<file path="src/rtl/caxi4dma_rd_burst_master_if.sv">
// AXI4 read-address / read-data channel bundle for the DMA read burst master.
// The master modport belongs to the burst master; the slave modport is the memory side.
interface caxi4dma_rd_burst_master_if #(
    parameter int ADDR_WIDTH = 32,
    parameter int DATA_WIDTH = 64,
    parameter int ID_WIDTH   = 4
);
    logic [ID_WIDTH-1:0]   ARID;
    logic [ADDR_WIDTH-1:0] ARADDR;
    logic [7:0]            ARLEN;
    logic [2:0]            ARSIZE;
    logic [1:0]            ARBURST;
    logic                  ARVALID;
    logic                  ARREADY;
    logic [DATA_WIDTH-1:0] RDATA;
    logic [1:0]            RRESP;
    logic                  RLAST;
    logic                  RVALID;
    logic                  RREADY;

    modport master (
        output ARID, ARADDR, ARLEN, ARSIZE, ARBURST, ARVALID,
        input  ARREADY,
        input  RDATA, RRESP, RLAST, RVALID,
        output RREADY
    );

    modport slave (
        input  ARID, ARADDR, ARLEN, ARSIZE, ARBURST, ARVALID,
        output ARREADY,
        output RDATA, RRESP, RLAST, RVALID,
        input  RREADY
    );
endinterface

</file>
<file path="src/rtl/caxi4dma_rd_burst_master.sv">
// AXI4 read burst master for the DMA read path.
// Splits one transfer request into INCR bursts that never cross a 4KB page,
// caps bursts in flight at MAX_OUTSTANDING, and streams R beats straight to
// the write-side buffer with zero latency.
// Optional macro CAXI4DMA_RD_ERR_ABORT_EN: stop issuing AR after the first
// error response, drain what is in flight, then pulse err.
module caxi4dma_rd_burst_master #(
    parameter int                ADDR_WIDTH      = 32,
    parameter int                DATA_WIDTH      = 64,
    parameter int                BYTE_CNT_WIDTH  = 23,
    parameter int                ID_WIDTH        = 4,
    parameter logic [ID_WIDTH-1:0] ID_VALUE      = '0,
    parameter int                MAX_OUTSTANDING = 4
) (
    input  logic                      CLOCK,
    input  logic                      RESET,
    input  logic                      reqValid,
    output logic                      reqReady,
    input  logic [ADDR_WIDTH-1:0]     reqAddr,
    input  logic [BYTE_CNT_WIDTH-1:0] reqNumBytes,
    input  logic [7:0]                reqMaxBeats,
    caxi4dma_rd_burst_master_if.master axi,
    output logic [DATA_WIDTH-1:0]     dOut,
    output logic                      dOutValid,
    input  logic                      dOutReady,
    output logic                      dOutLast,
    output logic                      done,
    output logic                      err,
    output logic [1:0]                errResp
);
    localparam int BPB     = DATA_WIDTH / 8;
    localparam int BPB_LOG = $clog2(BPB);
    // beat counters carry one spare bit so the round-up add cannot wrap
    localparam int CW      = BYTE_CNT_WIDTH + 1;

`ifdef CAXI4DMA_RD_ERR_ABORT_EN
    localparam bit ABORT = 1'b1;
`else
    localparam bit ABORT = 1'b0;
`endif

    typedef enum logic [2:0] {S_IDLE, S_CALC, S_ADDR, S_WAIT, S_DONE} state_t;
    state_t state, state_nxt;

    logic [ADDR_WIDTH-1:0] addr_q;
    logic [CW-1:0]         issue_left, recv_left;
    logic [7:0]            maxb_q, arlen_q;
    logic [3:0]            outst;
    logic                  err_q, ar_pend;
    logic [1:0]            err_code;

    logic                  active, arvalid_c, ar_hs, r_hs, rlast_hs, stop_issue;
    logic [CW-1:0]         req_beats, bnd_beats, mb_beats, len_c, cur_beats;

    assign req_beats  = (CW'(reqNumBytes) + CW'(BPB - 1)) >> BPB_LOG;
    assign bnd_beats  = CW'(13'd4096 - {1'b0, addr_q[11:0]}) >> BPB_LOG;
    assign mb_beats   = CW'(maxb_q) + CW'(1);
    assign cur_beats  = CW'(arlen_q) + CW'(1);
    assign stop_issue = ABORT && err_q;

    // burst length: smallest of remaining beats, per-burst cap and beats to the 4KB page end
    always_comb begin
        len_c = issue_left;
        if (mb_beats < len_c)  len_c = mb_beats;
        if (bnd_beats < len_c) len_c = bnd_beats;
    end

    assign active   = (state == S_CALC) || (state == S_ADDR) || (state == S_WAIT);
    assign ar_hs    = arvalid_c && axi.ARREADY;
    assign r_hs     = axi.RVALID && axi.RREADY;
    assign rlast_hs = r_hs && axi.RLAST;

    assign reqReady    = (state == S_IDLE) && !RESET;
    assign axi.ARVALID = arvalid_c;
    assign axi.ARADDR  = addr_q;
    assign axi.ARLEN   = arlen_q;
    assign axi.ARSIZE  = 3'(BPB_LOG);
    assign axi.ARBURST = 2'b01;
    assign axi.ARID    = ID_VALUE;
    assign axi.RREADY  = active && dOutReady;
    assign dOut        = axi.RDATA;
    assign dOutValid   = active && axi.RVALID;
    assign dOutLast    = active && (recv_left == CW'(1)) && !stop_issue;
    assign done        = (state == S_DONE) && !err_q;
    assign err         = (state == S_DONE) && err_q;
    assign errResp     = err ? err_code : 2'b00;

    // state register
    always_ff @(posedge CLOCK) begin
        if (RESET) state <= S_IDLE;
        else       state <= state_nxt;
    end

    // next state and AR valid; once ARVALID is raised it stays up until accepted
    always_comb begin
        state_nxt = state;
        arvalid_c = 1'b0;
        case (state)
            S_IDLE: if (reqValid) state_nxt = (req_beats == '0) ? S_DONE : S_CALC;
            S_CALC: state_nxt = stop_issue ? S_WAIT : S_ADDR;
            S_ADDR: begin
                arvalid_c = ar_pend || ((outst < 4'(MAX_OUTSTANDING)) && !stop_issue);
                if (arvalid_c && axi.ARREADY)
                    state_nxt = (issue_left == cur_beats) ? S_WAIT : S_CALC;
                else if (!arvalid_c && stop_issue)
                    state_nxt = S_WAIT;
            end
            S_WAIT: if ((recv_left == '0) || (stop_issue && outst == '0)) state_nxt = S_DONE;
            S_DONE: state_nxt = S_IDLE;
            default: state_nxt = S_IDLE;
        endcase
    end

    // request latch, burst address/length, beat and burst accounting, error capture
    always_ff @(posedge CLOCK) begin
        if (RESET) begin
            addr_q     <= '0;
            issue_left <= '0;
            recv_left  <= '0;
            maxb_q     <= '0;
            arlen_q    <= '0;
            outst      <= '0;
            err_q      <= 1'b0;
            err_code   <= 2'b00;
            ar_pend    <= 1'b0;
        end else begin
            ar_pend <= arvalid_c && !axi.ARREADY;
            if (state == S_IDLE && reqValid) begin
                addr_q     <= reqAddr;
                issue_left <= req_beats;
                recv_left  <= req_beats;
                maxb_q     <= reqMaxBeats;
                err_q      <= 1'b0;
                err_code   <= 2'b00;
            end
            if (state == S_CALC) arlen_q <= 8'(len_c - CW'(1));
            if (ar_hs) begin
                addr_q     <= addr_q + (ADDR_WIDTH'(cur_beats) << BPB_LOG);
                issue_left <= issue_left - cur_beats;
            end
            if (r_hs) recv_left <= recv_left - CW'(1);
            if (r_hs && axi.RRESP != 2'b00 && !err_q) begin
                err_q    <= 1'b1;
                err_code <= axi.RRESP;
            end
            case ({ar_hs, rlast_hs})
                2'b10:   outst <= outst + 4'd1;
                2'b01:   outst <= outst - 4'd1;
                default: outst <= outst;
            endcase
        end
    end
endmodule
</file>
<file path="src/flat_wrapper.sv">
// flat-port wrapper written by rule: the top's interface ports become plain ports
module caxi4dma_rd_burst_master_flat 
#(
    parameter int                ADDR_WIDTH      = 32,
    parameter int                DATA_WIDTH      = 64,
    parameter int                BYTE_CNT_WIDTH  = 23,
    parameter int                ID_WIDTH        = 4,
    parameter logic [ID_WIDTH-1:0] ID_VALUE      = '0,
    parameter int                MAX_OUTSTANDING = 4
)
  (CLOCK, RESET, reqValid, reqReady, reqAddr, reqNumBytes, reqMaxBeats, dOut, dOutValid, dOutReady, dOutLast, done, err, errResp, axi_ARID, axi_ARADDR, axi_ARLEN, axi_ARSIZE, axi_ARBURST, axi_ARVALID, axi_ARREADY, axi_RDATA, axi_RRESP, axi_RLAST, axi_RVALID, axi_RREADY);
  caxi4dma_rd_burst_master_if #(.ADDR_WIDTH(ADDR_WIDTH), .DATA_WIDTH(DATA_WIDTH), .ID_WIDTH(ID_WIDTH)) axi_i ();
  input  logic CLOCK;
  input  logic RESET;
  input  logic reqValid;
  output logic reqReady;
  input  logic [ADDR_WIDTH-1:0] reqAddr;
  input  logic [BYTE_CNT_WIDTH-1:0] reqNumBytes;
  input  logic [7:0] reqMaxBeats;
  output logic [DATA_WIDTH-1:0] dOut;
  output logic dOutValid;
  input  logic dOutReady;
  output logic dOutLast;
  output logic done;
  output logic err;
  output logic [1:0] errResp;
  output wire logic [$bits(axi_i.ARID)-1:0] axi_ARID;
  output wire logic [$bits(axi_i.ARADDR)-1:0] axi_ARADDR;
  output wire logic [$bits(axi_i.ARLEN)-1:0] axi_ARLEN;
  output wire logic [$bits(axi_i.ARSIZE)-1:0] axi_ARSIZE;
  output wire logic [$bits(axi_i.ARBURST)-1:0] axi_ARBURST;
  output wire logic [$bits(axi_i.ARVALID)-1:0] axi_ARVALID;
  input wire logic [$bits(axi_i.ARREADY)-1:0] axi_ARREADY;
  input wire logic [$bits(axi_i.RDATA)-1:0] axi_RDATA;
  input wire logic [$bits(axi_i.RRESP)-1:0] axi_RRESP;
  input wire logic [$bits(axi_i.RLAST)-1:0] axi_RLAST;
  input wire logic [$bits(axi_i.RVALID)-1:0] axi_RVALID;
  output wire logic [$bits(axi_i.RREADY)-1:0] axi_RREADY;
  assign axi_ARID = axi_i.ARID;
  assign axi_ARADDR = axi_i.ARADDR;
  assign axi_ARLEN = axi_i.ARLEN;
  assign axi_ARSIZE = axi_i.ARSIZE;
  assign axi_ARBURST = axi_i.ARBURST;
  assign axi_ARVALID = axi_i.ARVALID;
  assign axi_i.ARREADY = axi_ARREADY;
  assign axi_i.RDATA = axi_RDATA;
  assign axi_i.RRESP = axi_RRESP;
  assign axi_i.RLAST = axi_RLAST;
  assign axi_i.RVALID = axi_RVALID;
  assign axi_RREADY = axi_i.RREADY;
  caxi4dma_rd_burst_master #(.ADDR_WIDTH(ADDR_WIDTH), .DATA_WIDTH(DATA_WIDTH), .BYTE_CNT_WIDTH(BYTE_CNT_WIDTH), .ID_WIDTH(ID_WIDTH), .ID_VALUE(ID_VALUE), .MAX_OUTSTANDING(MAX_OUTSTANDING)) u_core (.CLOCK(CLOCK), .RESET(RESET), .reqValid(reqValid), .reqReady(reqReady), .reqAddr(reqAddr), .reqNumBytes(reqNumBytes), .reqMaxBeats(reqMaxBeats), .axi(axi_i), .dOut(dOut), .dOutValid(dOutValid), .dOutReady(dOutReady), .dOutLast(dOutLast), .done(done), .err(err), .errResp(errResp));
endmodule
</file>
<file path="config.mk">
export PLATFORM = sky130hd
export DESIGN_NAME = caxi4dma_rd_burst_master_flat
export DESIGN_NICKNAME = d
export VERILOG_FILES = /design/src/rtl/caxi4dma_rd_burst_master_if.sv /design/src/rtl/caxi4dma_rd_burst_master.sv /design/src/flat_wrapper.sv
export SDC_FILE = /design/constraint.sdc
export NUM_CORES = 1
export LEC_CHECK = 0
export CORE_UTILIZATION = 48
export DETAILED_ROUTE_END_ITERATION = 10
export GPL_TIMING_DRIVEN = 1
export PLACE_DENSITY = 0.86
export SETUP_SLACK_MARGIN = 0.4
export SYNTH_ARGS = -nofsm -noshare
export SYNTH_HDL_FRONTEND = slang
export SYNTH_SLANG_ARGS = --single-unit
</file>
<file path="constraint.sdc">
create_clock -name CLOCK -period 6.6 [get_ports CLOCK]
set_clock_uncertainty 0.15 [all_clocks]
set_input_delay 0.66 -clock CLOCK [delete_from_list [all_inputs] [get_ports CLOCK]]
set_output_delay 0.66 -clock CLOCK [all_outputs]
set_load 0.01 [all_outputs]
</file>
== Word level (Yosys, flattened, before mapping) ==
Cells that the tools add are included.

* Flip-flop bits (word level): 107
* Input port bits: 136
* Output and inout bits: 122
* Logic and storage cells: 83

* Add/sub/neg operators: 10
* $lt $le $gt $ge: 3
* Equality and inequality tests: 11
* Multiplexer cells: 20
* Reduce and logical (&&, ||, !) cells: 29

{| class="wikitable"
|+ Operators with widths
! cell !! number
|-
| 2-to-1 mux 24 bit || 4
|-
| 2-to-1 mux 32 bit || 2
|-
| logical NOT 24 bit || 2
|-
| adder 32 x 27 -> 32 bit || 1
|-
| adder 23 x 3 -> 24 bit, second input constant || 1
|-
| == test 24 x 1 -> 1 bit, second input constant || 1
|-
| == test 24 bit || 1
|-
| < comparator 21 x 24 -> 1 bit || 1
|-
| < comparator 24 bit || 1
|-
| subtractor 24 x 1 -> 24 bit, second input constant || 1
|-
| subtractor 24 bit || 1
|-
| adder 8 x 1 -> 9 bit, second input constant || 2
|-
| logical AND 1 bit || 14
|-
| subtractor 13 x 12 -> 14 bit, first input constant || 1
|-
| 2-to-1 mux 3 bit || 4
|-
| case mux 3 bit (4 select lines) || 1
|-
| nonzero test 2 bit || 5
|-
| 2-to-1 mux 2 bit || 4
|-
| 2-to-1 mux 8 bit || 1
|-
| case mux 4 bit (2 select lines) || 1
|-
| subtractor 8 x 1 -> 8 bit, second input constant || 1
|-
| == test 3 x 2 -> 1 bit, second input constant || 2
|-
| != test 2 bit, second input constant || 3
|-
| adder 4 x 1 -> 4 bit, second input constant || 1
|-
| other kinds (11) || 17
|}

== Depth between registers and ports, before layout ==
Gate-level depths: netlist (run 1).

* Depth after elaboration: 8
* Mapped depth: 28
* Gate-level depth less buffers: 27

== Least setup slack after synthesis (run 1) ==
No wires, ideal clock.

* Path type: register -> register
* From: register u_core.maxb_q[0]
* To: register u_core.arlen_q[4] (netlist: u_core.axi.ARLEN[4])
* Setup time: 0.070 ns
* Arrival time: 5.116 ns
* Data required time: 6.380 ns
* Setup slack: 1.263 ns
* Cell stages (with the launch flop): 27
* Buffers on the path: 1
* Clock period less this slack: 5.337 ns
* Cell sequence: dfxtp_1 ha_1 nand2_1 xor2_1 inv_1 ha_1 a21oi_1 nand2_1 a2111oi_2 or2_1 clkbuf_1 o21ai_0 ha_1 nor2b_1 o21ai_0 a211o_1 o31a_1 nor2_1 mux2i_1 ha_1 inv_1 nor3_1 xor2_1 nand2_1 o21ai_0 o211ai_1 a21oi_1

* Word-level cells in the longest chain between the ends: 6

{| class="wikitable"
|+ Ends and longest elaborated chain
! item !! RTL line !! text
|-
| from (decl) || caxi4dma_rd_burst_master.sv:47 || <nowiki>logic [7:0] maxb_q, arlen_q;</nowiki>
|-
| from (signal assigned) || caxi4dma_rd_burst_master.sv:132 || <nowiki>maxb_q <= reqMaxBeats;</nowiki>
|-
| adder 8 x 1 -> 9 bit * || caxi4dma_rd_burst_master.sv:57 || <nowiki>assign mb_beats = CW'(maxb_q) + CW'(1);</nowiki>
|-
| < comparator 24 bit || caxi4dma_rd_burst_master.sv:64 || <nowiki>if (mb_beats < len_c) len_c = mb_beats;</nowiki>
|-
| 2-to-1 mux 24 bit * || caxi4dma_rd_burst_master.sv:64 ||
|-
| < comparator 21 x 24 -> 1 bit || caxi4dma_rd_burst_master.sv:65 || <nowiki>if (bnd_beats < len_c) len_c = bnd_beats;</nowiki>
|-
| 2-to-1 mux 8 bit * || caxi4dma_rd_burst_master.sv:65 ||
|-
| subtractor 8 x 1 -> 8 bit * || caxi4dma_rd_burst_master.sv:136 || <nowiki>if (state == S_CALC) arlen_q <= 8'(len_c - CW'(1));</nowiki>
|-
| to (signal assigned) || caxi4dma_rd_burst_master.sv:136 ||
|-
| to (decl) || caxi4dma_rd_burst_master.sv:47 ||
|}

Every way passes the cells marked *; elsewhere a longest branch is shown, timed or not.
A chain may end at the register's enable or synchronous reset.

== Final worst setup path (run 1) ==
* From: register u_core.maxb_q[2]
* To: register u_core.arlen_q[6] (netlist: u_core.axi.ARLEN[6])

The elaborated chain is that of the path after synthesis.

==> impl_metrics.csv, run 1 <==
group,metric,value,unit
run_status,status,"complete, no violations",
logic_synthesis,yosysTopAreaCellShare,25.8,%
clock_network,postCtsSetupRepairBufs,0,
placement,dp.cells,1346,
floorplan,die_h,133,um
logic_synthesis,synth_area_leader_cell,"dfxtp_1",
worst_setup_path,rrSetupSlack,0.88,ns
layout,nNetsFinal,1319,
worst_setup_path,r2r-start,"u_core.maxb_q[2]",
logic_synthesis,ys.flop_type,"dfxtp_1",
layout,stdcell_count,1362,
logic_synthesis,synth-seq-cells,107,
logic_synthesis,ys_types,78,
drt,postRouteAntennaNets,0,
layout,final_common_cell,"clkdlybuf4s50_1",
min_path,min_path_cells,2,
clock_network,clock_latency,0.37,ns
placement,gp_congestion,0.949,
worst_setup_path,crit_type,"reg2reg",
drt,vias,8297,
grt,grtUsageTotal,25.9,%
placement,place_area,9150,um^2
drt,routedWlPerCell,17.0,um
clock_network,cts_root_buffer,"clkbuf_16",
timing,maxSlewViolCount,0,
drt,drt_iter0_drc,565,
layout,area_delta_synth_final,13.9,%
worst_setup_path,worstSetupEndpointType,"register",
grt,grt_pass1_vias,7688,
power,finalPower,2.31,mW
floorplan,num_io_pins,258,
clock_network,clkTransAtPathRegs,0.08,ns
grt,antenna_found_initial,0,
clock_network,clk_path_buf_depth,2,
timing,rsz0062_at_grt,"false",
timing,post-route-period-util,86.6,%
timing,finalSetupViolations,0,
grt,grt_max_degree,84,
clock_network,postCtsHoldBufs,0,
timing,finalSetupTns,0,ns
layout,fill_cells,1561,
clock_network,cts_tree,"done",
layout,final_cell_mix,"119 x clkdlybuf4s50_1, 115 x nand2_1, 113 x nor2_1",
drt,dr.pass1.iters,6,
min_path,worst_hold_path.endpoint,"u_core.recv_left[23]",
worst_setup_path,reg2reg_to,"u_core.axi.ARLEN[6]",
logic_synthesis,synth_edf_count,0,
min_path,hp-start,"u_core.recv_left[23]",
clock_network,clock_sinks,107,
power,power.density,244,nW/um^2
placement,portBuffers,120,
worst_setup_path,cp-start-kind,"register",
logic_synthesis,ys_seq_area_share,25.8,%
drt,drc_errors,0,
floorplan,die-area,17800,um^2
clock_network,numCtsBuffers,9,
logic_synthesis,synth.area.top_cells,"dfxtp_1 26%, buf_4 6.6%, ha_1 6.5%",
timing,fin_crit,5.72,ns
timing,holdWs,0.332,ns
worst_setup_path,crit_path_max_fanout,8,
logic_synthesis,ys.warnings.count,0,
floorplan,die_w,133,um
layout,antenna_cells,0,
floorplan,core_area,16700,um^2
layout,finalInstanceArea,9450,um^2
min_path,hold_path.class,"reg2reg",
power,p_leak,3.45,nW
logic_synthesis,postSynthCellCount,1107,
floorplan,start_util,49.7,%
timing,hold_violations,0,
drt,drt-vias-per-instance,6.09,
grt,grt_first_pass_wirelength,37400,um
floorplan,rows,47,
placement,dp_hpwl,16800,um
timing,fmax,0.175,GHz
clock_network,htree_levels,3,
logic_synthesis,synth-async-reset-ratio,0,%
worst_setup_path,critical_path_required,6.70,ns
timing,worstMarginPinSlew,0.921,ns
logic_synthesis,post_synth.cell_area_avg,7.49,um^2
drt,drt-total-wl,23200,um
worst_setup_path,r2r.worst_path.cells,27,
grt,overflow,0,
run,cap_violations,0,
logic_synthesis,synthesis.area,8290,um^2
timing,worst_slew_margin_rel,37.8,%
worst_setup_path,critPathArrivalTime,5.81,ns
power,irDropWorstVdd,163,uV
layout,drive_gt1_share,5.43,%
-- area by class of cell --
type	instances	area, um^2	share of cell area, %
tap	220	275	2.91
timing repair buffer	131	1280	13.6
multi-input combinational	845	5310	56.2
inverter	43	161	1.71
sequential	107	2140	22.7
clock inverter	6	47.5	0.503
clock buffer	10	229	2.42
-- Yosys cell counts, drive strengths merged, types with 4 or more instances --
cell type	number
nor4	18
nor3b	6
a31oi	31
buf	78
nor4b	5
or2	10
o21a	8
xnor2	39
nand3b	8
nor3	31
and2	11
a211oi	8
or4	10
nand2	116
a311oi	4
mux2	6
and3	12
nand3	57
clkbuf	42
nand4	13
or3b	4
o21ai	39
o211ai	19
a21o	7
nor2	114
nor2b	4
dfxtp	107
xor2	24
a21oi	82
inv	42
o311ai	6
a221oi	9
or3	21
a22oi	10
ha	43
mux2i	11
nand2b	4
a41oi	4
-- worst max-delay path by stage --
stage,startpoint,endpoint,cells past startpoint
after detailed placement,u_core.maxb_q[0],u_core.axi.ARLEN[4],26
after CTS,u_core.maxb_q[0],u_core.axi.ARLEN[4],26
after global routing,u_core.maxb_q[2],u_core.axi.ARLEN[6],27
after global placement,u_core.maxb_q[0],u_core.axi.ARLEN[4],26
final,u_core.maxb_q[2],u_core.axi.ARLEN[6],27
after floorplan,u_core.maxb_q[0],u_core.axi.ARLEN[4],26
-- per-layer routing --
| metal | GRT usage [%] | wire (um) | vias to the layer above | share of wire (%) |
|---|---|---|---|---|
| li1 | - | - | 3970 | - |
| met1 | 33.5 | 10100 | 3951 | 43 |
| met2 | 43.5 | 11100 | 337 | 48 |
| met3 | 3.73 | 1580 | 39 | 6.8 |
| met4 | 9.53 | 461 | 0 | 2.0 |
| met5 | 0 | 0 | - | 0 |
-- report_power, final --
group          switching (mW)  internal (mW)  leakage (nW)
Sequential             0.0944          0.708         0.878
Combinational           0.554          0.422          2.44
Clock                   0.270          0.261         0.134
-- repair_timing --
| item | CTS | global route |
|---|---|---|
| endpoints found under the hold margin | 0 | 0 |
| gates resized for setup | 0 | 5 |
| endpoints found under the setup margin | 0 | 3 |
-- critical path, stage by stage, from the launching register on --
cell and delay (ns):
dfxtp_1 0.42, and4_1 0.26, nand2_1 0.10, xor2_2 0.23, inv_1 0.11, ha_1 0.32, nand4_1 0.10, a221oi_1 0.28
a2111oi_2 0.09, buf_4 0.18, or2_1 0.30, buf_4 0.19, nand2_1 0.05, o21ai_0 0.11, ha_1 0.31, nor2b_1 0.11
o21ai_0 0.08, a211o_1 0.28, o31a_1 0.17, nor2_2 0.20, mux2i_1 0.29, ha_2 0.32, nand2_1 0.09, o32ai_1 0.32
xor2_1 0.21, o21ai_0 0.12, o211ai_1 0.11, a21oi_1 0.08
-- through the flow --
stage	worst slack (ns)	util, %
4_1_cts	0.599	56.5
2_1_floorplan	1.26	-
5_1_grt	0.415	56.6
3_3_place_gp	0.762	54.8
6_report	0.884	56.6
3_5_place_dp	0.633	54.8
-- sequential cells by signal, indices dropped and copies added (netlist names) --
| register | count |
|---|---|
| u_core.err_code | 2 |
| u_core.recv_left | 24 |
| u_core.axi.ARADDR | 32 |
| u_core.maxb_q | 8 |
| u_core.issue_left | 24 |
| u_core.state | 3 |
| u_core.outst | 4 |
| u_core.ar_pend | 1 |
| u_core.err_q | 1 |
| u_core.axi.ARLEN | 8 |
-- logic make-up (layout without fill, tap and decap cells) --
| family | after synthesis | in the layout | share of synthesized area, % |
|---|---|---|---|
| AND/OR/NAND/NOR | 450 | 450 | 26.9 |
| adder cells (fa/ha/maj) | 46 | 46 | 7.21 |
| multiplexers | 17 | 17 | 2.14 |
| flip-flops | 107 | 107 | 25.8 |
| AO/OA/AOI/OAI | 259 | 259 | 20.4 |
| other | 2 | 10 | 0.0906 |
| XOR/XNOR | 63 | 63 | 6.65 |
| buffers and inverters | 163 | 190 | 10.8 |
No activity file was read; power rests on OpenSTA's default activity.
==> run 2, diff against run 1 <==
Settings changed: ABC_CLOCK_PERIOD_IN_PS from default to 6600, CTS_CLUSTER_DIAMETER from default to 200.
==> results of run 2 <==
Same layout as run 1: the final DEF is identical, and so are final timing and power.
==> run 3, diff against run 2 <==
Settings changed: CORE_ASPECT_RATIO from default to 0.6.
==> impl_metrics.csv, run 3 (synthesis gave the netlist of run 1 again) <==
group,metric,value,unit
timing,rsz0062_at_grt,"false",
power,seq_power_share,34.1,%
timing,worstMarginPinSlew,0.983,ns
floorplan,num_io_pins,258,
timing,holdWs,0.335,ns
power,power.switching,0.961,mW
worst_setup_path,cp_slowest_stage_delay,0.45,ns
drt,dr.pass1.iters,6,
grt,grtUsageTotal,27.4,%
drt,drc_errors,0,
clock_network,clkTransAtPathRegs,0.08,ns
worst_setup_path,crit_path_max_fanout,8,
placement,gp_congestion,0.927,
power,p_leak,3.46,nW
floorplan,die_h,104,um
worst_setup_path,worstSetupEndpointType,"register",
layout,largest_reg_flops,32,
layout,area_delta_synth_final,14.2,%
placement,dp_hpwl,18300,um
worst_setup_path,critPathArrivalTime,5.84,ns
drt,vias,8412,
worst_setup_path,crit_type,"reg2reg",
layout,nNetsFinal,1319,
layout,drive_gt1_share,5.60,%
grt,grt_pass1_vias,7359,
grt,grt_max_degree,62,
run,cap_violations,0,
floorplan,core_area,16600,um^2
worst_setup_path,crit_buf_inv,4,
timing,fin_crit,5.77,ns
layout,fill_cells,1546,
floorplan,start_util,50.0,%
timing,fmax,0.173,GHz
drt,drt_iter0_drc,916,
drt,routedWlPerCell,18.0,um
timing,maxSlewViolCount,0,
power,power.density,249,nW/um^2
timing,finalWorstSetupSlack,0.827,ns
floorplan,die-area,17800,um^2
placement,dp_slack,0.525,ns
floorplan,die_w,172,um
power,clock_power_share,22.9,%
grt,grt_first_pass_wirelength,38900,um
worst_setup_path,cp-start-kind,"register",
power,internal_power,1.40,mW
clock_network,cts_repair_resize_count,0,
layout,antenna_cells,0,
clock_network,clock_latency,0.36,ns
layout,final_common_cell,"clkdlybuf4s50_1",
timing,worst_slew_margin_rel,33.6,%
run_status,status,"complete, no violations",
clock_network,numCtsBuffers,9,
layout,utilization,57.1,%
grt,antenna_found_initial,0,
power,irDropWorstVdd,155,uV
drt,drt-total-wl,24600,um
power,p_sw_share,40.8,%
drt,drt-vias-per-instance,6.14,
timing,finalSetupTns,0,ns
clock_network,postCtsSetupRepairBufs,0,
placement,portBuffers,120,
worst_setup_path,critical-path-top-delay-family,"simple AND/OR/NAND/NOR gates",
worst_setup_path,slowest_stage,"dfxtp_1",
power,pwr-share-comb,43.0,%
layout,final_cell_mix,"119 x clkdlybuf4s50_1, 115 x nand2_1, 113 x nor2_1",
clock_network,clk_path_buf_depth,2,
worst_setup_path,critical_path_required,6.67,ns
clock_network,clock_sinks,107,
clock_network,htree_levels,3,
clock_network,postCtsHoldBufs,0,
clock_network,cts_tree,"done",
min_path,hold_path.class,"reg2reg",
timing,post-route-period-util,87.5,%
drt,postRouteAntennaNets,0,
timing,finalSetupViolations,0,
timing,hold_violations,0,
clock_network,cts_root_buffer,"clkbuf_16",
grt,overflow,0,
floorplan,rows,36,
-- run 3: changes by cell type in the layout (fill, tap and decap cells not counted), sizes merged --
| cell | change |
|---|---|
| clkbuf | -1 |
| clkinvlp | -1 |
| clkinv | +2 |
-- run 3: worst paths after layout --
kind / to / cells after the start / start / slack (ns)
hold reg to reg: u_core.recv_left[23] / 2 / u_core.recv_left[23] / 0.33
setup reg to reg: u_core.axi.ARLEN[4] / 28 / u_core.maxb_q[2] / 0.83
setup / recovery: u_core.axi.ARLEN[4] / 28 / u_core.maxb_q[2] / 0.83
hold / removal: u_core.recv_left[23] / 2 / u_core.recv_left[23] / 0.33
-- run 3: area by class of cell --
class / instances / area [um^2] / area share [%]
clock buffers: 9 / 225 / 2.38
flip-flops and latches: 107 / 2140 / 22.6
repair buffers: 131 / 1280 / 13.5
multi-input cells: 845 / 5320 / 56.1
well taps: 228 / 285 / 3.01
clock inverters: 7 / 58.8 / 0.621
inverters: 43 / 161 / 1.70
-- run 3: tightest hold or removal path: stages (launching register included) --
cell,delay [ns]
dfxtp_1,0.32
nand3_1,0.06
a21oi_1,0.05
-- run 3: per-layer routing --
metal	global-route usage [%]	wire length (um)	share of wire, %
met4	3.38	155	0.63
met5	0	0	0
met2	37.9	9790	40
met3	6.53	2900	12
met1	42.8	11800	48
-- run 3: through the flow --
stage	area, um^2	cells	power (mW)
4_1_cts	9450	1370	2.33
6_report	9470	1370	2.36
2_1_floorplan	8320	1115	1.51
5_1_grt	9470	1370	2.50
3_3_place_gp	9160	1354	1.77
3_5_place_dp	9160	1354	1.79
-- run 3: power groups by stage --
| stage | logic [mW] | registers (mW) | clock network [mW] |
|---|---|---|---|
| floorplan | 0.720 | 0.791 | 0 |
| global placement | 0.958 | 0.811 | 0 |
| detailed placement | 0.974 | 0.814 | 0 |
| CTS | 0.984 | 0.799 | 0.548 |
| global route | 1.11 | 0.813 | 0.575 |
| finish | 1.01 | 0.804 | 0.541 |
